### src/rtl/memory_access.sv
// -----------------------------------------------------------------------------
// memory_access
//
// Memory stage of a simple in-order pipeline. ALU results pass straight
// through to writeback. Loads and stores become a single request on a
// req/ack data-memory bus. Stores use lane-replicated data and byte strobes.
// Loaded bytes and halfwords are extracted and sign- or zero-extended.
// A wait counter bounds how long the stage waits for an ack; if the limit
// is reached, the request is dropped and bus_error pulses.
//
// Ports
//   clk, rst                 clock, synchronous active-high reset
//   alu_result               effective address, or ALU/link result
//   rs2E                     store data
//   write_regE, dstreg_addrE writeback enable / destination from execute
//   info_loadE               0 none, 1 LB, 2 LH, 3 LW, 4 LBU, 5 LHU (6,7 none)
//   info_storeE              0 none, 1 SB, 2 SH, 3 SW (wins over a load code)
//   dmem_req/we/addr/wdata/wstrb  request to data memory, held while BUSY
//   dmem_rdata, dmem_ack     response from data memory
//   stall                    hold upstream stages (combinational)
//   result_M, write_regM, dstreg_addrM  writeback stage inputs
//   forward_data_writemem    copy of result_M for the forwarding network
//   misalign, bus_error      one-cycle event pulses
// -----------------------------------------------------------------------------
module memory_access #(
  parameter int unsigned MAX_WAIT = 15
) (
  input  logic        clk,
  input  logic        rst,
  input  logic [31:0] alu_result,
  input  logic [31:0] rs2E,
  input  logic        write_regE,
  input  logic [2:0]  info_loadE,
  input  logic [1:0]  info_storeE,
  input  logic [4:0]  dstreg_addrE,
  output logic        dmem_req,
  output logic        dmem_we,
  output logic [31:0] dmem_addr,
  output logic [31:0] dmem_wdata,
  output logic [3:0]  dmem_wstrb,
  input  logic [31:0] dmem_rdata,
  input  logic        dmem_ack,
  output logic        stall,
  output logic [31:0] result_M,
  output logic        write_regM,
  output logic [4:0]  dstreg_addrM,
  output logic [31:0] forward_data_writemem,
  output logic        misalign,
  output logic        bus_error
);

  typedef enum logic {IDLE, BUSY} state_t;

  localparam logic [7:0] MAX_WAIT_C = 8'(MAX_WAIT);

  state_t      state;
  logic [7:0]  wait_cnt;
  logic [1:0]  lane_q;   // byte lane of the outstanding access
  logic [2:0]  load_q;   // load code of the outstanding access

  logic        is_store, is_load, need_half, need_word;
  logic        mem_op, aligned, access, misaligned;
  logic [31:0] st_wdata;
  logic [3:0]  st_wstrb;
  logic [7:0]  rd_byte;
  logic [15:0] rd_half;
  logic [31:0] load_data;
  logic        timeout;

  // Decode the execute-stage instruction and build the store encoding.
  // NOTE: every signal written in an always_comb gets a default first, so
  // no path can leave it unassigned and infer a latch.
  always_comb begin
    is_store   = (info_storeE != 2'd0);
    is_load    = !is_store && (info_loadE >= 3'd1) && (info_loadE <= 3'd5);
    need_half  = is_store ? (info_storeE == 2'd2)
                          : (info_loadE == 3'd2) || (info_loadE == 3'd5);
    need_word  = is_store ? (info_storeE == 2'd3) : (info_loadE == 3'd3);
    mem_op     = is_store || is_load;
    aligned    = !((need_word && (alu_result[1:0] != 2'b00)) ||
                   (need_half && alu_result[0]));
    access     = mem_op && aligned;
    misaligned = mem_op && !aligned;

    st_wdata = '0;
    st_wstrb = '0;
    case (info_storeE)
      2'd1: begin
        st_wdata = {4{rs2E[7:0]}};
        st_wstrb = 4'b0001 << alu_result[1:0];
      end
      2'd2: begin
        st_wdata = {2{rs2E[15:0]}};
        st_wstrb = 4'b0011 << alu_result[1:0];
      end
      2'd3: begin
        st_wdata = rs2E;
        st_wstrb = 4'b1111;
      end
      default: ;
    endcase
  end

  // Pick the addressed byte/halfword out of the returned word and extend it.
  always_comb begin
    rd_byte = dmem_rdata[{lane_q, 3'b000} +: 8];
    rd_half = dmem_rdata[{lane_q[1], 4'b0000} +: 16];
    case (load_q)
      3'd1:    load_data = {{24{rd_byte[7]}}, rd_byte};
      3'd4:    load_data = {24'd0, rd_byte};
      3'd2:    load_data = {{16{rd_half[15]}}, rd_half};
      3'd5:    load_data = {16'd0, rd_half};
      default: load_data = dmem_rdata;
    endcase
  end

  assign timeout = (wait_cnt >= MAX_WAIT_C);

  // Upstream holds while an access is being launched or waited on. The
  // cycle that ends a BUSY period (ack or timeout) releases the stall so
  // the pipeline advances on the same edge the result is captured.
  always_comb begin
    stall = 1'b0;
    if (state == IDLE) stall = access;
    else if (!timeout) stall = !dmem_ack;
  end

  assign forward_data_writemem = result_M;

  // NOTE: all state below uses non-blocking assignments so every register
  // samples pre-edge values, independent of statement order.
  always_ff @(posedge clk) begin
    if (rst) begin
      state        <= IDLE;
      wait_cnt     <= '0;
      lane_q       <= '0;
      load_q       <= '0;
      dmem_req     <= 1'b0;
      dmem_we      <= 1'b0;
      dmem_addr    <= '0;
      dmem_wdata   <= '0;
      dmem_wstrb   <= '0;
      result_M     <= '0;
      write_regM   <= 1'b0;
      dstreg_addrM <= '0;
      misalign     <= 1'b0;
      bus_error    <= 1'b0;
    end else begin
      misalign  <= 1'b0;
      bus_error <= 1'b0;
      case (state)
        IDLE: begin
          if (access) begin
            dmem_req   <= 1'b1;
            dmem_we    <= is_store;
            dmem_addr  <= {alu_result[31:2], 2'b00};
            dmem_wdata <= st_wdata;
            dmem_wstrb <= st_wstrb;
            lane_q     <= alu_result[1:0];
            load_q     <= info_loadE;
            wait_cnt   <= '0;
            write_regM <= 1'b0;
            state      <= BUSY;
          end else if (misaligned) begin
            misalign   <= 1'b1;
            write_regM <= 1'b0;
          end else begin
            result_M     <= alu_result;
            write_regM   <= write_regE;
            dstreg_addrM <= dstreg_addrE;
          end
        end
        BUSY: begin
          // An ack in the limit cycle still completes normally.
          if (dmem_ack) begin
            dmem_req     <= 1'b0;
            write_regM   <= write_regE;
            dstreg_addrM <= dstreg_addrE;
            if (!dmem_we) result_M <= load_data;
            state        <= IDLE;
          end else if (timeout) begin
            dmem_req   <= 1'b0;
            bus_error  <= 1'b1;
            write_regM <= 1'b0;
            state      <= IDLE;
          end else begin
            wait_cnt <= wait_cnt + 8'd1;
          end
        end
        default: state <= IDLE;
      endcase
    end
  end

endmodule
### config.mk
export PLATFORM = sky130hd
export DESIGN_NAME = memory_access
export DESIGN_NICKNAME = d
export VERILOG_FILES = /design/src/rtl/memory_access.sv
export SDC_FILE = /design/constraint.sdc
export NUM_CORES = 1
export LEC_CHECK = 0
export CAP_MARGIN = 10
export CELL_PAD_IN_SITES_DETAIL_PLACEMENT = 0
export CELL_PAD_IN_SITES_GLOBAL_PLACEMENT = 2
export CORE_ASPECT_RATIO = 1.1
export CORE_MARGIN = 5
export CORE_UTILIZATION = 25
export DETAILED_ROUTE_END_ITERATION = 10
export GPL_ROUTABILITY_DRIVEN = 0
export MAX_ROUTING_LAYER = met4
export PLACE_DENSITY_LB_ADDON = 0.1
export SYNTH_ARGS = -nofsm -noshare
export SYNTH_HDL_FRONTEND = slang
export SYNTH_SLANG_ARGS = --single-unit
### constraint.sdc
create_clock -name clk -period 3.4 [get_ports clk]
set_input_delay 0.68 -clock clk [delete_from_list [all_inputs] [get_ports clk]]
set_output_delay 0.68 -clock clk [all_outputs]
set_load 0.02 [all_outputs]
* After elaboration in Yosys (flattened, before gate mapping)
Cells that the tools add are included.
Widths: inputs -> output; s select.
** Cells by class
- Equal/unequal tests :: 18
- Shift operators :: 4
- Add/sub/neg operators :: 1
- Bitwise gates (word level) :: 1
- Reduce and logical (&&, ||, !) cells :: 21
- Magnitude comparators :: 3
- Mux-type cells :: 34
** Operator list (number)
- $mux 32 :: 4
- $pmux 32 s4 :: 1
- $pmux 32 s3 :: 1
- $pmux 32 s2 :: 1
- $shiftx 32x6->16 :: 1
- $shiftx 32x6->8 :: 1
- $mux 8 :: 3
- $pmux 8 s2 :: 1
- $mux 1 :: 15
- $mux 5 :: 3
- $ne 2x2->1 const B :: 7
- $pmux 4 s3 :: 1
- $pmux 5 s2 :: 1
- $eq 3x2->1 const B :: 3
- $eq 3x3->1 const B :: 3
- $add 8x1->8 const B :: 1
- $ge 8x4->1 const B :: 1
- $logic_and 1x1->1 :: 6
- $pmux 1 s2 :: 3
- $reduce_and 3->1 :: 2
- $reduce_or 3->1 :: 2
- $eq 2x2->1 const B :: 2
- $reduce_and 2->1 :: 2
- $reduce_and 4->1 :: 1
- 11 further kinds :: 16
** Storage, ports and cells
- Bits in registers :: 122

* Longest topological paths before layout
- Word-level depth :: 9
- Depth in mapped cells :: 9
- Gate-level depth less buffers :: 7

* Least setup slack after synthesis
OpenSTA, ideal clock, no wires.
- Path kind :: input to output
- Start :: in info_storeE[0]
- End :: out stall
- Arrival :: 2108 ps
- Data required time :: 2720 ps
- Stages :: 8
- Path slack :: 612 ps
- Path buffers :: 2
- Path through :: inv_1 ha_1 and4b_1 o22ai_1 nand4_1 buf_2 buf_2 nand2_1
** Between the ends
- Longest elaborated chain between the ends :: 7
- Elaborated cells between the ends (all ways) :: 15
** RTL lines
- from (decl) :: RTL line 34 : input logic [1:0] info_storeE,
- $eq 2x2->1, or another cell as far along :: RTL line 78 : need_word = is_store ? (info_storeE == 2'd3) : (info_loadE == 3'd3);
- $mux 1, or another cell as far along :: RTL line 78
- $logic_and 1x1->1, on equally long branches :: RTL line 80, 75, 81
- $logic_or 1x1->1 or $logic_and 1x1->1 (tied branches) :: RTL line 80, 75
- $logic_not 1->1 or $logic_or 1x1->1 (tied branches) :: RTL line 80, 79
- $logic_and 1x1->1 (*) :: RTL line 82 : access = mem_op && aligned;
- $mux 1 (*) :: RTL line 124 : if (state == IDLE) stall = access;
- to (decl) :: RTL line 43 : output logic stall,
Every way passes the cells marked *; elsewhere a longest branch is shown, timed or not.

* Worst setup path in the final report
Ends and elaborated chain as after synthesis.

==> key figures <==
Job
  – MaxCap Viol Count: 0

Routing
  – DR vias: 6,456
  – # DRC: 0
  – Drt total wl: 24,100 um
  – Per-cell routed wire length: 18.7 um
  – Initial DRC count: 340
  – First-pass DRT Iterations: 5
  – Post-DR vias/cell: 5.01
  – Remaining antenna violation count after routing: 0

STA
  – Tmin final: 3.21 ns
  – Setup violators final: 0
  – Worst Tran Pin Value: 0.990 ns
  – Clock Skews: 0.00930 ns
  – Period Utilization, post-route: 94.5%
  – Final Hold Vio Count: 0
  – Relative slew margins: 33.9%
  – Achievable Freq: 311 MHz
  – RSZ-0062 raised after global routing: false
  – Sum Neg Setup Slack: 0 ns
  – Final hold slack: 0.448 ns
  – Pins Over Slew Limit: 0

Global routing
  – GR Util All Layers: 17.2%
  – GRT overflow: 0
  – Largest net degree at the start of global routing: 64
  – Antenna violations before repair: 0
  – First-pass GRT wire length: 37,000 um
  – Vias in the first global route: 6,503

CTS
  – CTS clock-pin slew for the worst setup and hold paths: 0.06 ns
  – Htree depth: 4
  – CTS tree: done
  – Root Driver: clkbuf_16
  – Postcts setup bufs: 0
  – Worst-skew pair later-pin latency: 0.42 ns
  – CTS Buf Count: 17
  – CTS hold repair buffers: 0
  – CTS sink cnt: 122
  – Longest Clk Path Bufs: 2

Setup path
  – CP Launch Type: input pin
  – CP Max Fanout: 4
  – Crit end category: output port
  – Top delay family on crit path: buffers and inverters
  – CP cell instances: clkdlybuf4s50_1, inv_1, ha_1, and4b_1, o22ai_1, nand4_1, nand2_1, dlygate4sd2_1
  – CP Data Required Time: 2.72 ns
  – Critical path class: in -> out
  – Critical path arrival: 2.53 ns
  – Slowest stage delay, CP: 0.49 ns
  – Max stage delay cell, worst path: clkdlybuf4s50_1
  – CP bufs+invs: 3

Cells and area
  – Fillers: 2,513
  – Commonest non-fill, non-tap cells in the layout: clkdlybuf4s50_1, nand2_1, dfxtp_1, a21oi_1, nor2_1
  – Layout cell share with drive strength beyond 1: 8.07%
  – Fin nets: 1,082
  – FF/Latch Area: 2440 um2
  – Most common cell after layout, fill and taps aside: clkdlybuf4s50_1
  – Ant. Diodes: 0
  – Area of the multi-input gates: 3140 um2
  – Synthesis-to-finish area growth: 51.0%

Pwr
  – Cell Pwr Density: 497 nW/um2
  – Tot Pwr: 4.62 mW
  – Leakage power: 3.28 nW
  – Worst VDD drop: 292 uV

Yosys
  – Mean Syn Cell Area: 8.03 um2
  – Synth Instances: 767
  – Synth Cell Area: 6160 um2
  – Post-synthesis cell type count: 64
  – Ys Warns: 0
  – Number of synthesized register bits: 122
  – Post-synthesis sequential area ratio: 39.7%
  – Most used DFF post-synth: dfxtp_1
  – Number of synthesized flops with an enable pin: 0
  – Synth async-reset ratio: 0%

Min path
  – Worst min path class: reg -> reg

Floorplan
  – # IOs: 253
  – Core area: 24,400 um2
  – Die Span X: 160 um
  – Die area: 27,900 um2
  – Chip height: 175 um
  – # rows: 60
  – Initial Util: 25.2%

Place
  – Port Buffer Count: 250
  – DPL Wire Length: 18,100 um

Status
  – Status: complete, no violations
[kinds of logic after synthesis]
family / after synthesis / share of synthesized area [%]
flip-flops: 122 / 39.7
multiplexers: 10 / 1.65
other: 1 / 0.0609
AND/OR/NAND/NOR: 277 / 21.5
adder cells (fa/ha/maj): 7 / 1.38
AO/OA/AOI/OAI: 239 / 26.2
XOR/XNOR: 1 / 0.142
buffers and inverters: 110 / 9.41
[Yosys cell counts, types with 6 or more instances]
cell type	n	area share, %
nand2_1	137	8.4
o221ai_1	8	1.1
ha_1	6	1.2
inv_1	7	0.43
a211oi_1	22	2.7
a22oi_1	17	2.1
buf_4	35	4.3
nor2_1	34	2.1
nand3_1	28	2.3
clkbuf_1	44	2.7
a21oi_1	110	8.9
or3_1	29	2.9
a222oi_1	8	1.3
o211ai_1	17	2.1
a31oi_1	7	0.71
dfxtp_1	122	40
mux2i_1	9	1.5
nand3b_1	6	0.73
a211o_1	16	2.3
buf_2	16	1.3
[where the power goes]
group,internal [mW],switching (mW)
Clock,0.962,0.783
Sequential,1.54,0.0896
Combinational,0.558,0.687
[cell type report]
cell class | count | area share, %
multi-input combinational | 536 | 33.8
timing repair buffer | 280 | 29.4
sequential | 122 | 26.3
clock buffer | 17 | 4.58
tap | 310 | 4.17
clock inverter | 15 | 1.41
inverter | 9 | 0.363
[metal layers]
| metal | global-route usage, % | wire [um] | vias to the layer above |
|---|---|---|---|
| met5 | - | 0 | - |
| met4 | 4.70 | 382 | 0 |
| met3 | 4.55 | 1440 | 21 |
| met2 | 28.7 | 11800 | 218 |
| met1 | 20.5 | 10500 | 3075 |
| li1 | - | - | 3142 |
[worst paths after layout]
kind	start	end	slack, ns	cells after the start
max reg2reg	load_q[2]	forward_data_writemem[1]	0.82	5
max	info_storeE[0]	stall	0.19	8
min reg2reg	dmem_wstrb[1]	dmem_wstrb[1]	0.45	2
min	dmem_wstrb[1]	dmem_wstrb[1]	0.45	2
[through the flow]
stage          util, %  instance area, um2  setup WS [ns]  instances
6_report          38.1                9300          0.187       1289
5_1_grt           38.1                9300         0.0483       1289
4_1_cts           38.1                9300          0.153       1289
3_5_place_dp      35.8                8740         -0.119       1257
3_3_place_gp      35.8                8740        -0.0524       1257
2_1_floorplan        -                6160          0.612        768
[flip-flops by register name, summed over array words and instances, names as in the netlist]
signal and flops:
dmem_we 1, wait_cnt 8, misalign 1, forward_data_writemem 32
bus_error 1, dmem_req 1, load_q 3, lane_q 2
dmem_addr 30, dmem_wstrb 4, dmem_wdata 32, write_regM 1
dstreg_addrM 5, state 1
[worst min-delay path, stage by stage (launching register included)]
cell     delay, ns
dfxtp_1       0.31
nand2_1       0.05
a21oi_1       0.05
[repair_timing]
item / 4_1_cts / 5_1_grt
endpoints found under the hold margin: 0 / 0
setup endpoints to repair: 1 / 0
gates resized for setup: 1 / 0
(Power assumes the default switching activity.)
